$ cat config.mk
export PLATFORM = sky130hd
export DESIGN_NAME = fetch_pc_unit
export DESIGN_NICKNAME = d
export VERILOG_FILES = /design/src/rtl/fetch_pkg.sv /design/src/rtl/fetch_out_buf.sv /design/src/rtl/fetch_pc_unit.sv
export SDC_FILE = /design/constraint.sdc
export NUM_CORES = 1
export LEC_CHECK = 0
export ABC_CLOCK_PERIOD_IN_PS = 17400
export CAP_MARGIN = 20
export CORE_MARGIN = 10
export CORE_UTILIZATION = 30
export DETAILED_ROUTE_END_ITERATION = 8
export PLACE_DENSITY = 0.56
export SLEW_MARGIN = 30
export SYNTH_ARGS = -nofsm -noshare
export SYNTH_HDL_FRONTEND = slang
export SYNTH_SLANG_ARGS = --single-unit
$ cat constraint.sdc
create_clock -name clk -period 17.4 [get_ports clk]
set_input_delay 5.22 -clock clk [delete_from_list [all_inputs] [get_ports clk]]
set_output_delay 5.22 -clock clk [all_outputs]
set_load 0.02 [all_outputs]
$ cat src/rtl/fetch_pkg.sv
// fetch_pkg: shared types and constants for the fetch PC unit
package fetch_pkg;
    localparam int INSTR_BITS = 32;
    localparam int PC_W = 32;

    typedef enum logic [1:0] {REQ, WAIT, DROP, HOLD} fetch_state_e;

    typedef struct packed {
        logic [PC_W-1:0]       pc;
        logic [INSTR_BITS-1:0] instr_a;
        logic [INSTR_BITS-1:0] instr_b;
        logic                  valid_b;
        logic                  pred_taken;
        logic [PC_W-1:0]       pred_target;
    } fetch_bundle_t;
endpackage

$ cat src/rtl/fetch_out_buf.sv
// fetch_out_buf: output register plus one-entry skid buffer toward decode
module fetch_out_buf
    import fetch_pkg::*;
(
    input  logic          clk,
    input  logic          rst,
    input  logic          clear,
    input  logic          in_valid,
    input  fetch_bundle_t in_data,
    output logic          in_load,
    input  logic          out_ready,
    output logic          out_valid,
    output fetch_bundle_t out_data
);
    logic          r_valid;
    logic          r_skid_valid;
    fetch_bundle_t r_data;
    fetch_bundle_t r_skid;

    // output slot is free when empty or being consumed this cycle
    always_comb begin
        in_load   = !r_valid || out_ready;
        out_valid = r_valid;
        out_data  = r_data;
    end

    // skid entry drains first to keep bundles in order
    always_ff @(posedge clk or posedge rst) begin
        if (rst) begin
            r_valid      <= 1'b0;
            r_skid_valid <= 1'b0;
            r_data       <= '0;
            r_skid       <= '0;
        end else if (clear) begin
            r_valid      <= 1'b0;
            r_skid_valid <= 1'b0;
            r_data       <= '0;
            r_skid       <= '0;
        end else if (in_load) begin
            if (r_skid_valid) begin
                r_data       <= r_skid;
                r_valid      <= 1'b1;
                r_skid_valid <= in_valid;
                r_skid       <= in_data;
            end else begin
                r_valid <= in_valid;
                if (in_valid) r_data <= in_data;
            end
        end else if (in_valid) begin
            r_skid       <= in_data;
            r_skid_valid <= 1'b1;
        end
    end
endmodule

$ cat src/rtl/fetch_pc_unit.sv
// fetch_pc_unit: fetch PC register, I-cache request FSM and bundle packing
module fetch_pc_unit
    import fetch_pkg::*;
#(
    parameter int          PC_BITS     = 32,
    parameter logic [31:0] RESET_PC    = 32'h0000_0000,
    parameter int          FETCH_WIDTH = 64
) (
    input  logic                   clk,
    input  logic                   rst,
    output logic [PC_BITS-1:0]     pc_out,
    input  logic                   taken_branch_a,
    input  logic                   taken_branch_b,
    input  logic [PC_BITS-1:0]     next_pc_a,
    input  logic [PC_BITS-1:0]     next_pc_b,
    input  logic                   flush_valid,
    input  logic [PC_BITS-1:0]     flush_pc,
    output logic                   icache_req_valid,
    input  logic                   icache_req_ready,
    output logic [PC_BITS-1:0]     icache_req_addr,
    input  logic                   icache_resp_valid,
    input  logic [FETCH_WIDTH-1:0] icache_resp_data,
    output logic                   out_valid,
    input  logic                   out_ready,
    output logic [PC_BITS-1:0]     out_pc,
    output logic [INSTR_BITS-1:0]  out_instr_a,
    output logic [INSTR_BITS-1:0]  out_instr_b,
    output logic                   out_valid_b,
    output logic                   out_pred_taken,
    output logic [PC_BITS-1:0]     out_pred_target
);
    fetch_state_e       r_state;
    fetch_state_e       w_state;
    logic [PC_BITS-1:0] r_pc;
    logic [PC_BITS-1:0] r_next_pc;
    logic               r_taken;
    logic               r_valid_b;
    logic [PC_BITS-1:0] w_pred_pc;
    logic [PC_BITS-1:0] w_pc;
    logic               w_accept;
    logic               w_resp;
    logic               w_push;
    logic               w_load;
    logic               w_advance;
    fetch_bundle_t      w_in;
    fetch_bundle_t      w_out;

    // predictor choice, FSM next state and PC update
    always_comb begin
        icache_req_valid = (r_state == REQ) && !rst;
        icache_req_addr  = r_pc;
        pc_out           = r_pc;
        w_pred_pc        = taken_branch_a ? next_pc_a : taken_branch_b ? next_pc_b : r_pc + PC_BITS'(8);
        w_accept         = icache_req_valid && icache_req_ready;
        w_resp           = (r_state == WAIT) && icache_resp_valid;
        w_push           = w_resp && !flush_valid;
        w_advance        = !flush_valid && ((w_resp && w_load) || (r_state == HOLD && out_ready));
        w_pc             = flush_valid ? flush_pc : w_advance ? r_next_pc : r_pc;
        w_state          = r_state;
        if (flush_valid)
            w_state = ((r_state == REQ && w_accept) ||
                       ((r_state == WAIT || r_state == DROP) && !icache_resp_valid)) ? DROP : REQ;
        else if (r_state == REQ)
            w_state = w_accept ? WAIT : REQ;
        else if (r_state == WAIT)
            w_state = icache_resp_valid ? (w_load ? REQ : HOLD) : WAIT;
        else if (r_state == HOLD)
            w_state = out_ready ? REQ : HOLD;
        else
            w_state = icache_resp_valid ? REQ : DROP;
        w_in.pc          = r_pc;
        w_in.instr_a     = icache_resp_data[INSTR_BITS-1:0];
        w_in.instr_b     = icache_resp_data[2*INSTR_BITS-1:INSTR_BITS];
        w_in.valid_b     = r_valid_b;
        w_in.pred_taken  = r_taken;
        w_in.pred_target = r_next_pc;
        out_pc           = w_out.pc;
        out_instr_a      = w_out.instr_a;
        out_instr_b      = w_out.instr_b;
        out_valid_b      = w_out.valid_b;
        out_pred_taken   = w_out.pred_taken;
        out_pred_target  = w_out.pred_target;
    end

    // state, PC and prediction latched at request acceptance
    always_ff @(posedge clk or posedge rst) begin
        if (rst) begin
            r_state   <= REQ;
            r_pc      <= PC_BITS'(RESET_PC);
            r_next_pc <= '0;
            r_taken   <= 1'b0;
            r_valid_b <= 1'b0;
        end else begin
            r_state <= w_state;
            r_pc    <= w_pc;
            if (w_accept && r_state == REQ) begin
                r_next_pc <= w_pred_pc;
                r_taken   <= taken_branch_a || taken_branch_b;
                r_valid_b <= !taken_branch_a;
            end
        end
    end

    fetch_out_buf u_out_buf (
        .clk       (clk),
        .rst       (rst),
        .clear     (flush_valid),
        .in_valid  (w_push),
        .in_data   (w_in),
        .in_load   (w_load),
        .out_ready (out_ready),
        .out_valid (out_valid),
        .out_data  (w_out)
    );
endmodule

==> results.md <==
- Maximum vdd drop: 59.5 uV
- Layout cells sized above 1: 4.99%
- GPL Wtd Cong: 0.788
- Total Wirelength: 51500 microns
- Largest net degree at the start of global routing: 136
- # setup viols final: 0
- Clock Skew: 0.0169 ns
- Total number of vias: 12.6k
- Status: finished, final reports clean
- Slew HR: 34.8%
- CTS Buf Count: 41
- Synth area leaders: dfrtp_1 (52%), mux2i_1 (8.6%), nand2_1 (7.5%)
- Synth Flop Type: dfrtp_1
- CTS sink count: 330
- Total track usage: 16.0%
- Rows: 84
- Worst-skew pair later-pin latency: 0.56 ns
- Layout area overhead: 32.3%
- Grt peak-use layer: met2
- Cell Area, Synth: 15900 sq um
- Hold WC Path Type: flop to flop
- CTS tree: built
- Aggregate global routing overflow: 0
- Postcts setup bufs: 0
- Post-detail-place hpwl: 34400 microns
- Period utilization: 69.4%
- Syn Area/Cell: 9.82 sq um
- Critical path launch point type: primary input
- Initial DRT Pass Iterations: 7
- Power per standard cell area: 109 nW/um^2
- Leading area contributor after synthesis: dfrtp_1
- Cell count after synthesis: 1621
- GR met1 Demand/Resource: 20.1%
- Setup TNS: 0 ns
- Lkg Pwr: 8.33 nW
- Initial Util: 30.3%
- CP Capture Type: output pin
- Data required, critical path: 12.18 ns
- Die W: 250 microns
- Met2 usage: 26.2%
- Port Buffer Count: 363
- Post-CTS Hold Buffers: 0
- Crit path DAT: 6.85 ns
- Die area: 62700 sq um
- Sequential share of the synthesized area: 51.9%
- Final hold violation count: 0
- Top cell type's share of synthesized area: 51.9%
- Synth Warn #: 0
- Net Count, Synth: 1793
- # resized after CTS: 0
- Avg WL per Cell: 19.9 microns
- Clock transition at the registers of the reported paths: 0.06 ns
- Root Buffer: clkbuf_16
- Io pins: 364
- Tmin final: 12.07 ns
- Final setup margin: 5.33 ns
- Fin. max-slew vios: 0
- Die height: 250 microns
- H-tree levels: 2
- Yosys cell types: 47
- CORE AREA: 52600 sq um
- Vias per std cell: 4.86
- Yosys reg bits: 330
- Met3 usage: 4.96%
- EDFF count, synth: 0
- Total power: 2.29 mW
- Antenna-violating nets left: 0
- Pre-CTS setup slack: 5.29 ns
- NumNets Final: 2050
- Initial antenna violation count: 2
- Max clock buf depth: 3
- First-pass GRT wire length: 79700 microns
- RSZ-0062 raised after global routing: false
- Max FO, Critical Path: 3
- Post-synth ARST share: 100%
- Fmax: 82.8 MHz
- Initial drt markers: 828
- Crit path kind: primary input to output pin
- Vias in the first global route: 12.9k
- Max-Cap Viols: 0
- Detailed-route DRC error count: 0
- Tightest Pin Transition: 0.978 ns
critical path, stage by stage:
cell             delay, ns
clkdlybuf4s50_1       0.54
and2b_1               0.42
clkdlybuf4s50_1       0.67
cell families (layout without fill, tap and decap cells):
family | after synthesis | after routing | share of synthesized area (%)
AOI/OAI and AO/OA | 416 | 416 | 16.4
xor gates and xnor gates | 25 | 25 | 1.38
adders and majority gates | 4 | 4 | 0.315
buffers and inverters | 177 | 461 | 5.64
DFF | 330 | 330 | 51.9
muxes | 136 | 136 | 8.56
other | 0 | 1 | 0
and+or+nand+nor | 533 | 533 | 15.8
layout by cell type (no fill, tap or decap), types with 6 or more instances in the layout:
cell and instances:
clkdlybuf4s50_1 361, dfrtp_1 329, nand2_1 317, mux2i_1 136, o31ai_1 132, nand2b_1 128, o21ai_1 99, o21ai_0 85
clkbuf_16 43, nor2_1 35, a21boi_0 32, a21oi_1 22, o22ai_1 19, a221oi_1 18, xor2_1 13, xnor2_1 12
clkbuf_1 10, buf_4 10, inv_1 9, nand4_1 9, nand3_1 8, clkinv_2 8, clkbuf_8 7, and3_1 6
buf_6 6
power by group:
part | switching, mW | total [mW] | leakage, nW | internal [mW]
logic | 0.265 | 0.491 | 3.44 | 0.226
registers | 0.101 | 0.972 | 4.25 | 0.871
clock network | 0.335 | 0.825 | 0.635 | 0.490
flip-flops by register name, indices dropped and copies added, names as in the netlist:
| name | count |
|---|---|
| r_valid_b | 1 |
| r_state | 2 |
| icache_req_addr | 32 |
| u_out_buf.out_data | 130 |
| u_out_buf.r_skid_valid | 1 |
| r_next_pc | 32 |
| u_out_buf.out_valid | 1 |
| u_out_buf.r_skid | 130 |
| r_taken | 1 |
through the flow:
stage / hold WS (ns) / instance area, sq um / utilization [%] / cells
final: 0.472 / 21000 / 40.1 / 2594
after CTS: 0.479 / 21000 / 40.0 / 2592
after global placement: 0.458 / 19700 / 37.5 / 2522
after global routing: 0.496 / 21000 / 40.1 / 2593
after floorplan: 0.448 / 15900 / - / 1621
after detailed placement: 0.465 / 19700 / 37.5 / 2522
path summary, 6_finish.rpt:
check,from,end,slack [ns],cells past startpoint
worst max-delay path,rst,icache_req_valid,5.33,3
worst min-delay path,u_out_buf.out_data[59]$_DFFE_PP0P_,u_out_buf.out_data[59]$_DFFE_PP0P_,0.47,2
worst max register to register,u_out_buf.r_skid_valid$_DFFE_PP0P_,u_out_buf.r_skid[71]$_DFFE_PP0P_,14.32,5
worst min register to register,u_out_buf.out_data[59]$_DFFE_PP0P_,u_out_buf.out_data[59]$_DFFE_PP0P_,0.47,2
max in group asynchronous,rst,u_out_buf.r_skid[112]$_DFFE_PP0P_,10.74,4
min in group asynchronous,rst,r_state[1]$_DFF_PP0_,5.11,2
final cells by class:
type | count | area [sq um]
Antenna cell | 1 | 2.50
Multi-Input combinational cell | 1114 | 6770
Tap cell | 688 | 861
Sequential cell | 330 | 8260
Timing Repair Buffer | 381 | 3820
Inverter | 10 | 45.0
Clock inverter | 11 | 86.3
Clock buffer | 59 | 1200
Fill cell | 5197 | 31500
cell usage after synthesis, drive strengths merged, types with 9 or more instances:
master	n
nand4	11
nand3	9
a221oi	18
o31ai	132
buf	96
mux2i	136
dfrtp	330
clkbuf	71
xnor2	12
inv	10
a21oi	23
nor2	38
nand2	317
o21ai	184
xor2	13
nand2b	128
a21boi	32
o22ai	19
per-layer routing:
layer | up-vias | wire [microns]
met2 | 340 | 24400
met1 | 6109 | 22500
met3 | 57 | 3810
met4 | 2 | 846
li1 | 6089 | -
met5 | - | 12
Note: power is estimated with default switching activity, not from simulation.
